$ cat config.mk
export PLATFORM = sky130hd
export DESIGN_NAME = multi_debnc
export DESIGN_NICKNAME = d
export VERILOG_FILES = /design/src/rtl/debnc_pkg.sv /design/src/rtl/debnc_chan.sv /design/src/rtl/multi_debnc.sv
export SDC_FILE = /design/constraint.sdc
export NUM_CORES = 1
export LEC_CHECK = 0
export CAP_MARGIN = 10
export CORE_AREA = 3 3 107 109
export DETAILED_ROUTE_END_ITERATION = 8
export DIE_AREA = 0 0 110 112
export PLACE_DENSITY = 0.72
export SLEW_MARGIN = 15
export SYNTH_ARGS = -nofsm -noshare
export SYNTH_HDL_FRONTEND = slang
export SYNTH_SLANG_ARGS = --single-unit
$ cat constraint.sdc
create_clock -name clk -period 4 [get_ports clk]
set_input_delay 0.8 -clock clk [delete_from_list [all_inputs] [get_ports clk]]
set_output_delay 0.8 -clock clk [all_outputs]
set_load 0.02 [all_outputs]
$ cat src/rtl/debnc_pkg.sv
// Shared types and constants for the multi-channel switch debouncer.
package debnc_pkg;

    typedef enum logic [1:0] {
        ZERO  = 2'd0,
        WAIT1 = 2'd1,
        ONE   = 2'd2,
        WAIT0 = 2'd3
    } debnc_state_t;

    localparam logic DEBNC_DELAYED = 1'b0;
    localparam logic DEBNC_EARLY   = 1'b1;

    function automatic bit debnc_cycles_ok(input int unsigned cycles);
        return cycles >= 2;
    endfunction

endpackage

$ cat src/rtl/debnc_chan.sv
// One debounce channel: 2-flop synchronizer, ZERO/WAIT1/ONE/WAIT0 FSM, window counter.
// Edge ticks are built only when DEBNC_EDGE_EN is defined.
module debnc_chan
    import debnc_pkg::*;
#(
    parameter int DB_CYCLES = 1000000,
    parameter int CNT_W     = $clog2(DB_CYCLES)
) (
    input  logic clk,
    input  logic rst,
    input  logic sw,
    input  logic mode,
`ifdef DEBNC_EDGE_EN
    output logic rise_tick,
    output logic fall_tick,
`endif
    output logic db
);

    localparam logic [CNT_W-1:0] CNT_LAST = CNT_W'(DB_CYCLES - 1);

    logic             sync_p0;
    logic             s_p1;
    debnc_state_t     state_p2, state_nxt;
    logic [CNT_W-1:0] cnt_p2, cnt_nxt;
    logic             mode_p2, mode_nxt;
    logic             db_p2, db_nxt;

    // stage 0/1: synchronizer
    always_ff @(posedge clk or posedge rst) begin
        if (rst) begin
            sync_p0 <= 1'b0;
            s_p1    <= 1'b0;
        end else begin
            sync_p0 <= sw;
            s_p1    <= sync_p0;
        end
    end

    // stage 2: FSM, window counter and registered db
    always_ff @(posedge clk or posedge rst) begin
        if (rst) begin
            state_p2 <= ZERO;
            cnt_p2   <= '0;
            mode_p2  <= DEBNC_DELAYED;
            db_p2    <= 1'b0;
        end else begin
            state_p2 <= state_nxt;
            cnt_p2   <= cnt_nxt;
            mode_p2  <= mode_nxt;
            db_p2    <= db_nxt;
        end
    end

    always_comb begin
        state_nxt = state_p2;
        cnt_nxt   = cnt_p2;
        mode_nxt  = mode_p2;
        case (state_p2)
            ZERO: begin
                if (s_p1) begin
                    state_nxt = WAIT1;
                    cnt_nxt   = '0;
                    mode_nxt  = mode;
                end
            end
            ONE: begin
                if (!s_p1) begin
                    state_nxt = WAIT0;
                    cnt_nxt   = '0;
                    mode_nxt  = mode;
                end
            end
            WAIT1: begin
                if (mode_p2 == DEBNC_DELAYED && !s_p1)
                    state_nxt = ZERO;
                else if (cnt_p2 == CNT_LAST)
                    state_nxt = ONE;
                else
                    cnt_nxt = cnt_p2 + CNT_W'(1);
            end
            WAIT0: begin
                if (mode_p2 == DEBNC_DELAYED && s_p1)
                    state_nxt = ONE;
                else if (cnt_p2 == CNT_LAST)
                    state_nxt = ZERO;
                else
                    cnt_nxt = cnt_p2 + CNT_W'(1);
            end
        endcase
        // db is decoded from the next state so early mode flips on the WAIT entry edge
        db_nxt = (state_nxt == ONE) ||
                 (state_nxt == WAIT0 && mode_nxt == DEBNC_DELAYED) ||
                 (state_nxt == WAIT1 && mode_nxt == DEBNC_EARLY);
    end

    assign db = db_p2;

`ifdef DEBNC_EDGE_EN
    logic rise_p2, fall_p2;

    always_ff @(posedge clk or posedge rst) begin
        if (rst) begin
            rise_p2 <= 1'b0;
            fall_p2 <= 1'b0;
        end else begin
            rise_p2 <= db_nxt & ~db_p2;
            fall_p2 <= ~db_nxt & db_p2;
        end
    end

    assign rise_tick = rise_p2;
    assign fall_tick = fall_p2;
`endif

endmodule

$ cat src/rtl/multi_debnc.sv
// N_CH independent switch debouncers with per-channel delayed/early mode.
// Optional rise_tick/fall_tick outputs when DEBNC_EDGE_EN is defined.
module multi_debnc
    import debnc_pkg::*;
#(
    parameter int N_CH      = 4,
    parameter int DB_CYCLES = 1000000,
    parameter int CNT_W     = $clog2(DB_CYCLES)
) (
    input  logic            clk,
    input  logic            rst,
    input  logic [N_CH-1:0] sw,
    input  logic [N_CH-1:0] mode,
`ifdef DEBNC_EDGE_EN
    output logic [N_CH-1:0] rise_tick,
    output logic [N_CH-1:0] fall_tick,
`endif
    output logic [N_CH-1:0] db
);

    generate
        if (!debnc_cycles_ok(DB_CYCLES)) begin : g_bad_cycles
            $error("multi_debnc: DB_CYCLES must be >= 2");
        end
        if (N_CH < 1 || N_CH > 32) begin : g_bad_nch
            $error("multi_debnc: N_CH must be in 1..32");
        end
    endgenerate

    for (genvar i = 0; i < N_CH; i++) begin : g_ch
        debnc_chan #(
            .DB_CYCLES (DB_CYCLES),
            .CNT_W     (CNT_W)
        ) u_chan (
            .clk       (clk),
            .rst       (rst),
            .sw        (sw[i]),
            .mode      (mode[i]),
`ifdef DEBNC_EDGE_EN
            .rise_tick (rise_tick[i]),
            .fall_tick (fall_tick[i]),
`endif
            .db        (db[i])
        );
    end

endmodule
==> metrics.md <==
| Metric | Value |
|---|---|
| Status | complete, no violations |
| GP Congestion | 0.900 |
| Clock transition at the registers of the reported paths | 0.09 ns |
| Worst Clk Skew | 0.0142 ns |
| Worst EP required | 4.25 ns |
| HP Start | g_ch[2].u_chan.sync_p0 |
| Syn avg cell area | 9.58 um2 |
| Critical path's slowest cell | dfrtp_1 |
| #FFs+latches synth | 104 |
| Worst hold stages | 0 |
| DRT iter0 DRCs | 348 |
| Crit end category | flop |
| Most common cell in the netlist | dfrtp_1 |
| Die Span Y | 112 um |
| Top-area cell type share of the netlist area | 46.2% |
| Tcrit/Tclk final | 62.3% |
| Layout cells sized above 1 | 8.89% |
| Final Hold Fails | 0 |
| Largest net degree at the start of global routing | 61 |
| Max cap viols | 0 |
| Fin cells | 736 |
| Synth async-reset ratio | 100% |
| Total global-route track usage | 18.7% |
| Cell area after synthesis | 5630 um2 |
| Worst Tran Pin Value | 0.969 ns |
| Final WL | 10.8 mm |
| Post-CTS Setup Repair Bufs | 0 |
| Via count | 4294 |
| CTS tree | yes |
| Initial core utilization | 52.6% |
| Reg2reg setup slack | 1.51 ns |
| Most frequent cells after synthesis | 104 x dfrtp_1, 69 x nor2_1, 56 x nand2_1 |
| Initial antenna violation count | 0 |
| Multi-input gate area | 2860 um2 |
| Reg-to-reg endpoint | g_ch[1].u_chan.cnt_p2[16] |
| Vias in the first global route | 4185 |
| Fillers | 956 |
| Die width | 110 um |
| Crit Path Class | flop to flop |
| Area Overhead vs Synth | 7.49% |
| Sequential cell area fraction in the yosys report | 46.2% |
| Final setup viols | 0 |
| Area leader, netlist | dfrtp_1 |
| GRT Residual Overflow | 0 |
| H-tree depth | 3 |
| Input/output buffers | 13 |
| Hold-critical path endpoint | g_ch[2].u_chan.s_p1 |
| CP top delay family | flip-flops |
| First-pass GRT wire length | 18.9 mm |
| DR WL/cell | 14.7 um |
| Final worst slack | 1.51 ns |
| Crit path time final | 2.49 ns |
| Worst R2R Path Depth | 6 |
| RSZ-0062 raised after global routing | no |
| Highest clock rate | 0.402 GHz |
| ANT cells | 0 |
| Power per cell area | 401 nW/um2 |
| Clock Sinks | 104 |
| Cell Chain, Critical Path | nor4b_1 -> nand4_1 -> o21ai_1 -> buf_4 -> nor4_1 -> a211o_1 |
| Design Area, Final | 6050 um2 |
| Die area | 12300 um2 |
| Crit path arrival time | 2.74 ns |
| FF+latch area | 2600 um2 |
| CP Launch Type | flop |
| Worst min path class | flop to flop |
| Root buffer cell | clkbuf_8 |
| Nets | 606 |
| Yosys warns | 0 |
| # IOs | 14 |
| Syn Inst Count | 588 |
| Dpl cells | 721 |
| Routed Antenna Nets | 0 |
| Drc violations | 0 |
| Row cnt | 38 |
| Number of synthesized flops with an enable pin | 0 |
| Worst slack at placement | 1.54 ns |
| Post-Place Cell Area | 5840 um2 |
| # resized after CTS | 0 |
| Top FF cell, synth | dfrtp_1 |
| Hold_buf cts | 0 |
| Yosys cell types | 67 |
| Post-DP HPWL | 7.42 mm |
| Crit path launch | g_ch[1].u_chan.state_p2[0] |
| Max Slew Vio Count | 0 |
| Core footprint | 10700 um2 |
| CP max stage delay | 0.76 ns |
| Critical R2R Launch | g_ch[1].u_chan.state_p2[0] |
| Worst vdd ir | 0.282 mV |
| Setup TNS | 0 ns |
| Drt pass-1 iters | 4 |
| Worst Path Buf+Inv | 1 |
| Crit path max fanout | 21 |
| Syn nets | 602 |
| Via/cell ratio | 5.83 |
| Largest cells by area after synthesis | dfrtp_1 46%, xor2_1 5.9%, nor2_1 4.6% |
| Max clock buf depth | 2 |
| Worst-Skew Late Latency | 0.37 ns |
| Total CTS buffers | 9 |
| Slew headroom | 35.4% |
| Leak pwr | 2.54 nW |
[sequential cells by signal (all words and copies together) (netlist names)]
| signal | flops |
|---|---|
| g_ch.u_chan.s_p1 | 4 |
| g_ch.u_chan.mode_p2 | 4 |
| g_ch.u_chan.sync_p0 | 4 |
| g_ch.u_chan.db | 4 |
| g_ch.u_chan.cnt_p2 | 80 |
| g_ch.u_chan.state_p2 | 8 |
[area by class of cell]
type,instances,area share (%)
Timing Repair Buffer,17,2.65
Clock buffer,10,2.11
Multi-Input combinational cell,449,47.3
Tap cell,140,2.89
Clock inverter,5,1.34
Sequential cell,104,43.0
Inverter,11,0.724
[power by group]
group | switching (mW) | total, mW | leakage (nW) | internal [mW]
Clock | 0.358 | 0.709 | 0.103 | 0.351
Sequential | 0.149 | 1.30 | 1.39 | 1.15
Combinational | 0.242 | 0.422 | 1.04 | 0.180
[worst max-delay path by stage]
| stage | depth (start not counted) | slack [ns] | to |
|---|---|---|---|
| final | 6 | 1.51 | g_ch[1].u_chan.cnt_p2[16] |
| after global routing | 6 | 1.29 | g_ch[1].u_chan.cnt_p2[16] |
| after CTS | 6 | 1.52 | g_ch[1].u_chan.cnt_p2[16] |
| after detailed placement | 6 | 1.54 | g_ch[1].u_chan.cnt_p2[16] |
| after global placement | 6 | 1.64 | g_ch[1].u_chan.cnt_p2[16] |
| after floorplan | 1 | 0.47 | g_ch[0].u_chan.cnt_p2[0] |
[placed cells by master (no fill, tap or decap), types with 5 or more instances in the layout]
cell type | Yosys | final
inv_1 | 10 | 9
or3_1 | 5 | 5
a22o_1 | 7 | 7
nand4_1 | 23 | 23
clkdlybuf4s50_1 | 0 | 13
and3_1 | 14 | 14
nor4b_1 | 8 | 8
nand2_1 | 56 | 56
o21ai_0 | 30 | 30
mux2i_1 | 6 | 6
nor4_1 | 7 | 7
a21oi_1 | 24 | 24
dfrtp_1 | 104 | 104
nor2_1 | 69 | 69
clkbuf_8 | 0 | 9
and4_1 | 6 | 6
o211ai_1 | 6 | 6
nand3_1 | 51 | 51
nor3_1 | 7 | 7
mux2_2 | 7 | 7
xor2_1 | 38 | 38
xnor2_1 | 8 | 8
[metal layers]
layer,share of wire (%),track usage (%)
met5,0,0
met1,49,26.0
met2,47,29.4
met3,3.0,3.88
met4,1.2,5.74
[stage by stage]
| stage | utilization, % | total power [mW] | hold WS (ns) |
|---|---|---|---|
| final | 56.6 | 2.43 | 0.355 |
| after global routing | 56.6 | 2.57 | 0.375 |
| after CTS | 56.6 | 2.45 | 0.359 |
| after detailed placement | 54.6 | 1.74 | 0.335 |
| after global placement | 54.6 | 1.71 | 0.335 |
| after floorplan | - | 1.63 | 0.331 |
[kinds of logic after synthesis]
family | count (synthesis) | synth area share, %
adder cells (fa/ha/maj) | 4 | 0.889
flip-flops | 104 | 46.2
XOR/XNOR | 48 | 7.73
AND/OR/NAND/NOR | 286 | 27.4
AO/OA/AOI/OAI | 98 | 12.4
buffers and inverters | 35 | 2.96
multiplexers | 13 | 2.47
Power figures use the tool's default switching activity.
